[config.mk]
export PLATFORM = sky130hd
export DESIGN_NAME = ps2_key_encoder
export DESIGN_NICKNAME = d
export VERILOG_FILES = /design/src/rtl/ps2_pkg.sv /design/src/rtl/ps2_rx.sv /design/src/rtl/ps2_key_encoder.sv
export SDC_FILE = /design/constraint.sdc
export NUM_CORES = 1
export LEC_CHECK = 0
export BUFFER_PORTS_ARGS = -buffer_cell sky130_fd_sc_hd__buf_2
export CAP_MARGIN = 20
export CORE_MARGIN = 2
export CORE_UTILIZATION = 54
export CTS_CLUSTER_SIZE = 16
export DETAILED_ROUTE_END_ITERATION = 10
export GPL_TIMING_DRIVEN = 1
export PLACE_DENSITY = 0.76
export SYNTH_ARGS = -nofsm -noshare
export SYNTH_HDL_FRONTEND = slang
export SYNTH_SLANG_ARGS = --single-unit
[constraint.sdc]
create_clock -name clk_sys -period 5.17 [get_ports clk_sys]
set_input_delay 0.2585 -clock clk_sys [delete_from_list [all_inputs] [get_ports clk_sys]]
set_output_delay 0.2585 -clock clk_sys [all_outputs]
set_load 0.01 [all_outputs]
[src/rtl/ps2_pkg.sv]
// Shared constants and helpers for the PS/2 keyboard encoder.
//   BYTE_W / SEQ_W / KEY_W : byte, sequence and event-word widths
//   PS2_EXT / PS2_BRK / PS2_PAUSE : prefix byte codes
//   is_drop()   : keyboard response codes ignored at the start of a sequence
//   is_prefix() : bytes that never end a sequence by themselves
package ps2_pkg;

    localparam int unsigned BYTE_W = 8;
    localparam int unsigned SEQ_W  = 64;
    localparam int unsigned KEY_W  = 65;

    localparam logic [BYTE_W-1:0] PS2_EXT   = 8'hE0;
    localparam logic [BYTE_W-1:0] PS2_BRK   = 8'hF0;
    localparam logic [BYTE_W-1:0] PS2_PAUSE = 8'hE1;

    // PRNSCR make/break hold points (the sequence continues past these)
    localparam logic [15:0] PRNSCR_HOLD_MK = 16'hE012;
    localparam logic [23:0] PRNSCR_HOLD_BR = 24'hE0F07C;

    // ACK, BAT pass, echo, resend, error and buffer-overrun responses
    function automatic logic is_drop(input logic [BYTE_W-1:0] b);
        case (b)
            8'hFA, 8'hAA, 8'hEE, 8'hFE, 8'hFF, 8'h00: is_drop = 1'b1;
            default:                                  is_drop = 1'b0;
        endcase
    endfunction

    function automatic logic is_prefix(input logic [BYTE_W-1:0] b);
        is_prefix = (b == PS2_EXT) || (b == PS2_BRK) || (b == PS2_PAUSE);
    endfunction

endpackage

[src/rtl/ps2_rx.sv]
// PS/2 serial deframer: synchronizers, clock glitch filter, frame FSM and
// inter-bit timeout.
//   clk_sys, rst        : system clock, async active-high reset
//   ps2_clk, ps2_data   : raw asynchronous PS/2 lines
//   data_byte, valid    : received byte, one-cycle strobe
//   err                 : one-cycle pulse on start/parity/stop/timeout error
module ps2_rx
    import ps2_pkg::*;
#(
    parameter int unsigned FILTER      = 8,
    parameter int unsigned BIT_TIMEOUT = 2400
) (
    input  logic              clk_sys,
    input  logic              rst,
    input  logic              ps2_clk,
    input  logic              ps2_data,
    output logic [BYTE_W-1:0] data_byte,
    output logic              valid,
    output logic              err
);

    localparam int unsigned FILT_W = $clog2(FILTER + 1);
    localparam int unsigned TO_W   = $clog2(BIT_TIMEOUT + 1);

    typedef enum logic [1:0] {IDLE, DATA, PARITY, STOP} rx_state_t;

    logic [1:0]        clk_sync, dat_sync;
    logic              clk_last;
    logic [FILT_W-1:0] stable_cnt, stable_nxt;
    logic              armed;
    logic              fall_ok;

    rx_state_t         state, state_nxt;
    logic [BYTE_W-1:0] shreg, shreg_nxt, byte_nxt;
    logic [2:0]        bit_cnt, bit_cnt_nxt;
    logic              par_bit, par_nxt;
    logic [TO_W-1:0]   to_cnt, to_nxt;
    logic              valid_nxt, err_nxt;

    // Count of consecutive cycles the synchronized clock has held its level
    always_comb begin
        if (clk_sync[1] != clk_last) begin
            stable_nxt = FILT_W'(1);
        end else if (stable_cnt != FILT_W'(FILTER)) begin
            stable_nxt = stable_cnt + FILT_W'(1);
        end else begin
            stable_nxt = stable_cnt;
        end
        // armed only after a long-enough high; short lows never reach FILTER
        fall_ok = armed && !clk_sync[1] && (stable_nxt == FILT_W'(FILTER));
    end

    // Synchronizers and glitch filter; lines idle high
    always_ff @(posedge clk_sys or posedge rst) begin
        if (rst) begin
            clk_sync   <= 2'b11;
            dat_sync   <= 2'b11;
            clk_last   <= 1'b1;
            stable_cnt <= '0;
            armed      <= 1'b0;
        end else begin
            clk_sync   <= {clk_sync[0], ps2_clk};
            dat_sync   <= {dat_sync[0], ps2_data};
            clk_last   <= clk_sync[1];
            stable_cnt <= stable_nxt;
            if (fall_ok) begin
                armed <= 1'b0;
            end else if (clk_sync[1] && (stable_nxt == FILT_W'(FILTER))) begin
                armed <= 1'b1;
            end
        end
    end

    // Frame FSM next state
    always_comb begin
        state_nxt   = state;
        shreg_nxt   = shreg;
        bit_cnt_nxt = bit_cnt;
        par_nxt     = par_bit;
        byte_nxt    = data_byte;
        valid_nxt   = 1'b0;
        err_nxt     = 1'b0;
        to_nxt      = (state == IDLE || fall_ok) ? '0 : to_cnt + TO_W'(1);

        case (state)
            IDLE: begin
                if (fall_ok) begin
                    if (!dat_sync[1]) begin
                        state_nxt   = DATA;
                        bit_cnt_nxt = '0;
                    end else begin
                        err_nxt = 1'b1;
                    end
                end
            end
            DATA: begin
                if (fall_ok) begin
                    shreg_nxt = {dat_sync[1], shreg[BYTE_W-1:1]};
                    if (bit_cnt == 3'd7) begin
                        state_nxt = PARITY;
                    end else begin
                        bit_cnt_nxt = bit_cnt + 3'd1;
                    end
                end
            end
            PARITY: begin
                if (fall_ok) begin
                    par_nxt   = dat_sync[1];
                    state_nxt = STOP;
                end
            end
            STOP: begin
                if (fall_ok) begin
                    state_nxt = IDLE;
                    // odd parity: data plus parity bit has an odd number of ones
                    if (dat_sync[1] && (^{shreg, par_bit})) begin
                        valid_nxt = 1'b1;
                        byte_nxt  = shreg;
                    end else begin
                        err_nxt = 1'b1;
                    end
                end
            end
            default: state_nxt = IDLE;
        endcase

        if (state != IDLE && !fall_ok && to_cnt == TO_W'(BIT_TIMEOUT - 1)) begin
            state_nxt = IDLE;
            err_nxt   = 1'b1;
            to_nxt    = '0;
        end
    end

    // Frame FSM registers
    always_ff @(posedge clk_sys or posedge rst) begin
        if (rst) begin
            state     <= IDLE;
            shreg     <= '0;
            bit_cnt   <= '0;
            par_bit   <= 1'b0;
            to_cnt    <= '0;
            data_byte <= '0;
            valid     <= 1'b0;
            err       <= 1'b0;
        end else begin
            state     <= state_nxt;
            shreg     <= shreg_nxt;
            bit_cnt   <= bit_cnt_nxt;
            par_bit   <= par_nxt;
            to_cnt    <= to_nxt;
            data_byte <= byte_nxt;
            valid     <= valid_nxt;
            err       <= err_nxt;
        end
    end

endmodule

[src/rtl/ps2_key_encoder.sv]
// Builds the 65-bit ps2_key event word from a raw PS/2 keyboard.
//   clk_sys, RESET     : system clock, async active-high reset
//   ps2_clk, ps2_data  : raw PS/2 lines
//   ps2_key            : [64] toggles per event, [63:0] byte sequence, oldest highest
//   rx_err             : one-cycle pulse on a deframer error
module ps2_key_encoder
    import ps2_pkg::*;
#(
    parameter int unsigned FILTER      = 8,
    parameter int unsigned BIT_TIMEOUT = 2400,
    parameter int unsigned SEQ_TIMEOUT = 240000
) (
    input  logic             clk_sys,
    input  logic             RESET,
    input  logic             ps2_clk,
    input  logic             ps2_data,
    output logic [KEY_W-1:0] ps2_key,
    output logic             rx_err
);

    // An 8th byte always completes, so only seven bytes are ever held
    localparam int unsigned SR_W  = SEQ_W - BYTE_W;
    localparam int unsigned TMR_W = $clog2(SEQ_TIMEOUT + 1);

    logic [BYTE_W-1:0] rx_byte;
    logic              rx_valid;

    logic [SR_W-1:0]   sr;
    logic [SEQ_W-1:0]  sr_shift;
    logic [3:0]        n, n_inc;
    logic              pause, pause_nxt;
    logic [TMR_W-1:0]  seq_cnt;
    logic              take, held, complete, seq_expire;

    ps2_rx #(
        .FILTER      (FILTER),
        .BIT_TIMEOUT (BIT_TIMEOUT)
    ) u_rx (
        .clk_sys   (clk_sys),
        .rst       (RESET),
        .ps2_clk   (ps2_clk),
        .ps2_data  (ps2_data),
        .data_byte (rx_byte),
        .valid     (rx_valid),
        .err       (rx_err)
    );

    // Sequence assembly decisions for the incoming byte
    always_comb begin
        sr_shift   = {sr, rx_byte};
        n_inc      = n + 4'd1;
        take       = rx_valid && !((n == 4'd0) && is_drop(rx_byte));
        pause_nxt  = pause || ((n == 4'd0) && (rx_byte == PS2_PAUSE));
        held       = ((n_inc == 4'd2) && (sr_shift[15:0] == PRNSCR_HOLD_MK)) ||
                     ((n_inc == 4'd3) && (sr_shift[23:0] == PRNSCR_HOLD_BR));
        complete   = (pause && (n_inc == 4'd8)) ||
                     (!pause && !is_prefix(rx_byte) && !held) ||
                     (n_inc == 4'd8);
        // an arriving byte always beats the timeout
        seq_expire = (n != 4'd0) && !rx_valid &&
                     (seq_cnt == TMR_W'(SEQ_TIMEOUT - 1));
    end

    // Assembler state, timeout counter and event word
    always_ff @(posedge clk_sys or posedge RESET) begin
        if (RESET) begin
            sr      <= '0;
            n       <= '0;
            pause   <= 1'b0;
            seq_cnt <= '0;
            ps2_key <= '0;
        end else begin
            if (rx_valid || (n == 4'd0) || seq_expire) begin
                seq_cnt <= '0;
            end else begin
                seq_cnt <= seq_cnt + TMR_W'(1);
            end

            if (take) begin
                if (complete) begin
                    ps2_key <= {~ps2_key[KEY_W-1], sr_shift};
                    sr      <= '0;
                    n       <= '0;
                    pause   <= 1'b0;
                end else begin
                    sr      <= sr_shift[SR_W-1:0];
                    n       <= n_inc;
                    pause   <= pause_nxt;
                end
            end else if (seq_expire) begin
                sr    <= '0;
                n     <= '0;
                pause <= 1'b0;
            end
        end
    end

endmodule

==> flow_results.org <==
** Die
- Number of rows in the core area :: 45
- Vert. Die Dim :: approximately 130 µm
- Die area :: about 0.016 mm²
- Top-Level Pins :: 70
- The initial utilization of the core area, before any placement, comes to 0.5499.
- Die X :: 128.2 µm
- The core region is between 0.015 and 0.02 mm².

** Setup path
- In this run the worst path has a maximum fanout of 50.
- Worst Path Class, Setup :: reg -> reg
- Critical path data arrival time :: around 3.2 ns
- Type of element capturing the critical path :: register
- Critical path startpoint category :: register
- Data required time at the worst endpoint :: ~5.5 ns

** Power and ir drop
- Switching power as a share of total power :: 0.2471
- Across the VDD grid, the largest voltage drop is 0.2672 mV.
- Total net switching power :: 0.7307 mW
- Of the total power, combinational logic draws 0.078.
- Clock Power Share :: 0.396
- Leakage :: 4.543 nW
- Post-route total power :: between 2 and 3 mW
- Of the total power, registers draw 0.526.
- Ratio of total power to cell area :: around 320 mW/mm²
- The internal portion of the total power is ~2.2 mW.

** Cells and area
- 0 antenna diodes ended up in the layout.
- Number of cells in the finished layout apart from fillers :: approximately 870
- In the final layout, the multi-input gates occupy ~0.0033 mm².
- Area added between synthesis and finish :: 12.17%
- Fillers :: 1140
- Share of cells above drive strength 1 :: 0.2905
- The final layout contains between 600 and 700 nets.
- Across the whole layout, storage elements account for approximately 0.0048 mm².
- Final Core Density :: 0.6168
- Once layout is done, the placed cells without fillers occupy about 0.0093 mm².

** Routing
- In this run, the number of DRC markers left after iteration 0 of detailed routing was 411.
- Residual antenna-violating net count after detailed routing :: 0
- # DRC :: 0
- Dividing the detail-routed via count by the number of cells gives approximately 6.0.
- The first detailed-routing pass ran for 6 iterations.
- Dividing the detail-routed wire length by the instance count gives 18.53 µm.
- The routed layout has approximately 5200 vias.
- The routed design has approximately 16000 µm of wire.

** GRT
- The first global-routing pass estimated 27310 µm of wire.
- The number of antenna violations at the first check in global routing was 0.
- Overflow left after global routing :: 0
- Vias in the first global route :: 5363
- For this run, the total global-route usage over all layers was measured as 0.2086.
- Largest net degree at the start of global routing :: 191

** STA
- Relative slew slack :: 0.2505
- Clock skew on the completed layout was measured at 0.01096 ns.
- Final WS setup :: ~2.3 ns
- Of the available clock period, the critical path in the final layout requires 0.5546.
- Setup-violating endpoint count in the final report :: 0
- The number of max-slew violations in the final report was 0.
- Unrepaired setup endpoints after global routing :: no
- Transition time of the tightest slew-check pin :: 1.124 ns
- Based on the critical path, the design can be clocked at up to between 0.3 and 0.4 GHz.
- Number of hold violations in the final report :: 0
- Hold slack final :: 0.1082 ns
- Clock period minus final worst setup slack :: between 2 and 3 ns
- After routing, the total negative slack on setup checks comes to 0 ns.

** Synthesis
- Yosys warning total :: 0
- Netlist cell types :: between 50 and 60
- In the synthesized netlist the async set-or-reset flop fraction comes to 1.000.
- The synthesized design contains 190 register bits.
- Cell area after synthesis :: 0.008328 mm²
- Post-synth EDFFs :: 0
- Sequential-to-total area share from yosys stat :: 0.5717
- Counting every instance in the synthesized netlist gives around 600.
- Number of nets produced by synthesis :: about 630
- In this run the mean area of a mapped cell was 13.54 µm².
- The most used flip-flop cell after synthesis is sky130_fd_sc_hd__dfrtp_1.

** Clock tree
- The H-tree was split into 4 levels.
- Buffers inserted during clock tree synthesis total 17.
- The number of gates resized after CTS was 0.
- Clock tree from TritonCTS :: built
- In this run the post-CTS setup repair buffer count came out at 0.
- Clock-pin slew was measured on the worst setup and hold paths at roughly 0.070 ns.
- Number of sinks handled by clock tree synthesis :: 190
- In this run the deepest clock path goes through 2 buffers.
- CTS Root Buffer Type :: sky130_fd_sc_hd__clkbuf_16
- At the later pin of the worst-skew pair, clock insertion delay measures between 0.4 and 0.5 ns.

** Placement
- Sum of net half-perimeters after detailed placement :: roughly 10000 µm
- Number of port buffers :: between 60 and 70
- Pre-CTS setup slack :: between 2 and 2.5 ns
- # placed instances :: 839
- Global placement routability congestion :: a little over 0.8
- Total placed instance area :: 0.008756 mm²

** Job
- The tool flagged a number of max-cap violations equal to 0.

** Status
- The flow ran to the end, and the final reports show no timing, DRC or antenna violations.

** Hold path
- Worst Hold Class :: in -> async
-- final cells by class --
type                            count  share of cell area
Inverter                           14            0.006027
Sequential cell                   190              0.5096
Clock buffer                       19             0.04634
Tap cell                          188             0.02518
Timing Repair Buffer               76             0.04795
Clock inverter                     11            0.009108
Multi-Input combinational cell    375              0.3557
-- cells in the final DEF, fill, tap and decap left out, drive strengths merged, types with 18 or more instances in the layout --
cell	synthesis	final
nor2	40	40
a32o	57	57
xor2	19	19
dfrtp	185	185
mux2	83	83
clkbuf	18	19
xnor2	18	18
buf	18	74
nand2	23	23
inv	14	18
-- worst paths after layout --
check,depth (start not counted),slack [ns],endpoint,from
max,8,2.30,ps2_key[54],n[0]
min,3,0.11,ps2_key[60],RESET
max reg2reg,8,2.30,ps2_key[54],n[0]
min reg2reg,0,0.36,u_rx.dat_sync[1],u_rx.dat_sync[0]
max in group asynchronous,3,4.35,u_rx.to_cnt[10],RESET
min in group clk_sys,0,0.36,u_rx.dat_sync[1],u_rx.dat_sync[0]
-- cells in the mapped netlist, types with 13 or more instances --
master                     number  area (µm²)
sky130_fd_sc_hd__nand3_1       15       75.07
sky130_fd_sc_hd__nand4_1       13       81.33
sky130_fd_sc_hd__clkbuf_1      18       67.56
sky130_fd_sc_hd__a32o_1        57       570.6
sky130_fd_sc_hd__ha_1          15       187.7
sky130_fd_sc_hd__xor2_1        19       166.4
sky130_fd_sc_hd__mux2_2        33       371.6
sky130_fd_sc_hd__dfrtp_1      185        4629
sky130_fd_sc_hd__inv_1         14       52.55
sky130_fd_sc_hd__xnor2_1       18       157.7
sky130_fd_sc_hd__nor2_1        40       150.1
sky130_fd_sc_hd__mux2_4        50       750.7
sky130_fd_sc_hd__nand2_1       23       86.33
-- power groups by stage --
stage | clock network (mW) | registers, mW | logic, mW
detailed placement | 0 | 1.58 | 0.227
global route | 1.25 | 1.56 | 0.267
finish | 1.17 | 1.56 | 0.231
global placement | 0 | 1.58 | 0.211
CTS | 1.20 | 1.56 | 0.235
floorplan | 0 | 1.58 | 0.183
-- cells by family after synthesis --
family / share of synthesized area
AO/OA/AOI/OAI: 0.09901
buffers and inverters: 0.03110
multiplexers: 0.1384
XOR/XNOR: 0.04162
adder cells (fa/ha/maj): 0.02254
AND/OR/NAND/NOR: 0.09570
flip-flops: 0.5717
-- state kept, by name (all words and copies together), names as in the netlist, 3 cells and up --
| signal | flops |
|---|---|
| u_rx.shreg | 8 |
| u_rx.to_cnt | 12 |
| u_rx.bit_cnt | 3 |
| seq_cnt | 18 |
| sr | 56 |
| n | 4 |
| u_rx.data_byte | 8 |
| ps2_key | 65 |
| u_rx.stable_cnt | 4 |
-- worst max-delay path, cell delays in order, from the launching register on --
cell                       delay, ns
sky130_fd_sc_hd__dfrtp_1        0.47
sky130_fd_sc_hd__inv_1          0.12
sky130_fd_sc_hd__ha_1           0.16
sky130_fd_sc_hd__or3b_2         0.47
sky130_fd_sc_hd__a221o_1        0.34
sky130_fd_sc_hd__o21ai_4        0.27
sky130_fd_sc_hd__a211oi_4       0.07
sky130_fd_sc_hd__buf_4          0.38
sky130_fd_sc_hd__mux2_4         0.41
-- layer usage --
| layer | wire (µm) | GRT usage |
|---|---|---|
| met4 | 339 | 0.07951 |
| met1 | 7133 | 0.2796 |
| met2 | 8075 | 0.3385 |
| met3 | 630 | 0.04090 |
| met5 | 0 | 0 |
-- what timing repair did --
action	CTS	global route
hold endpoints to repair	2	0
hold buffers	2	0
setup endpoints to repair	0	0
Note: power is estimated with default switching activity, not from simulation.
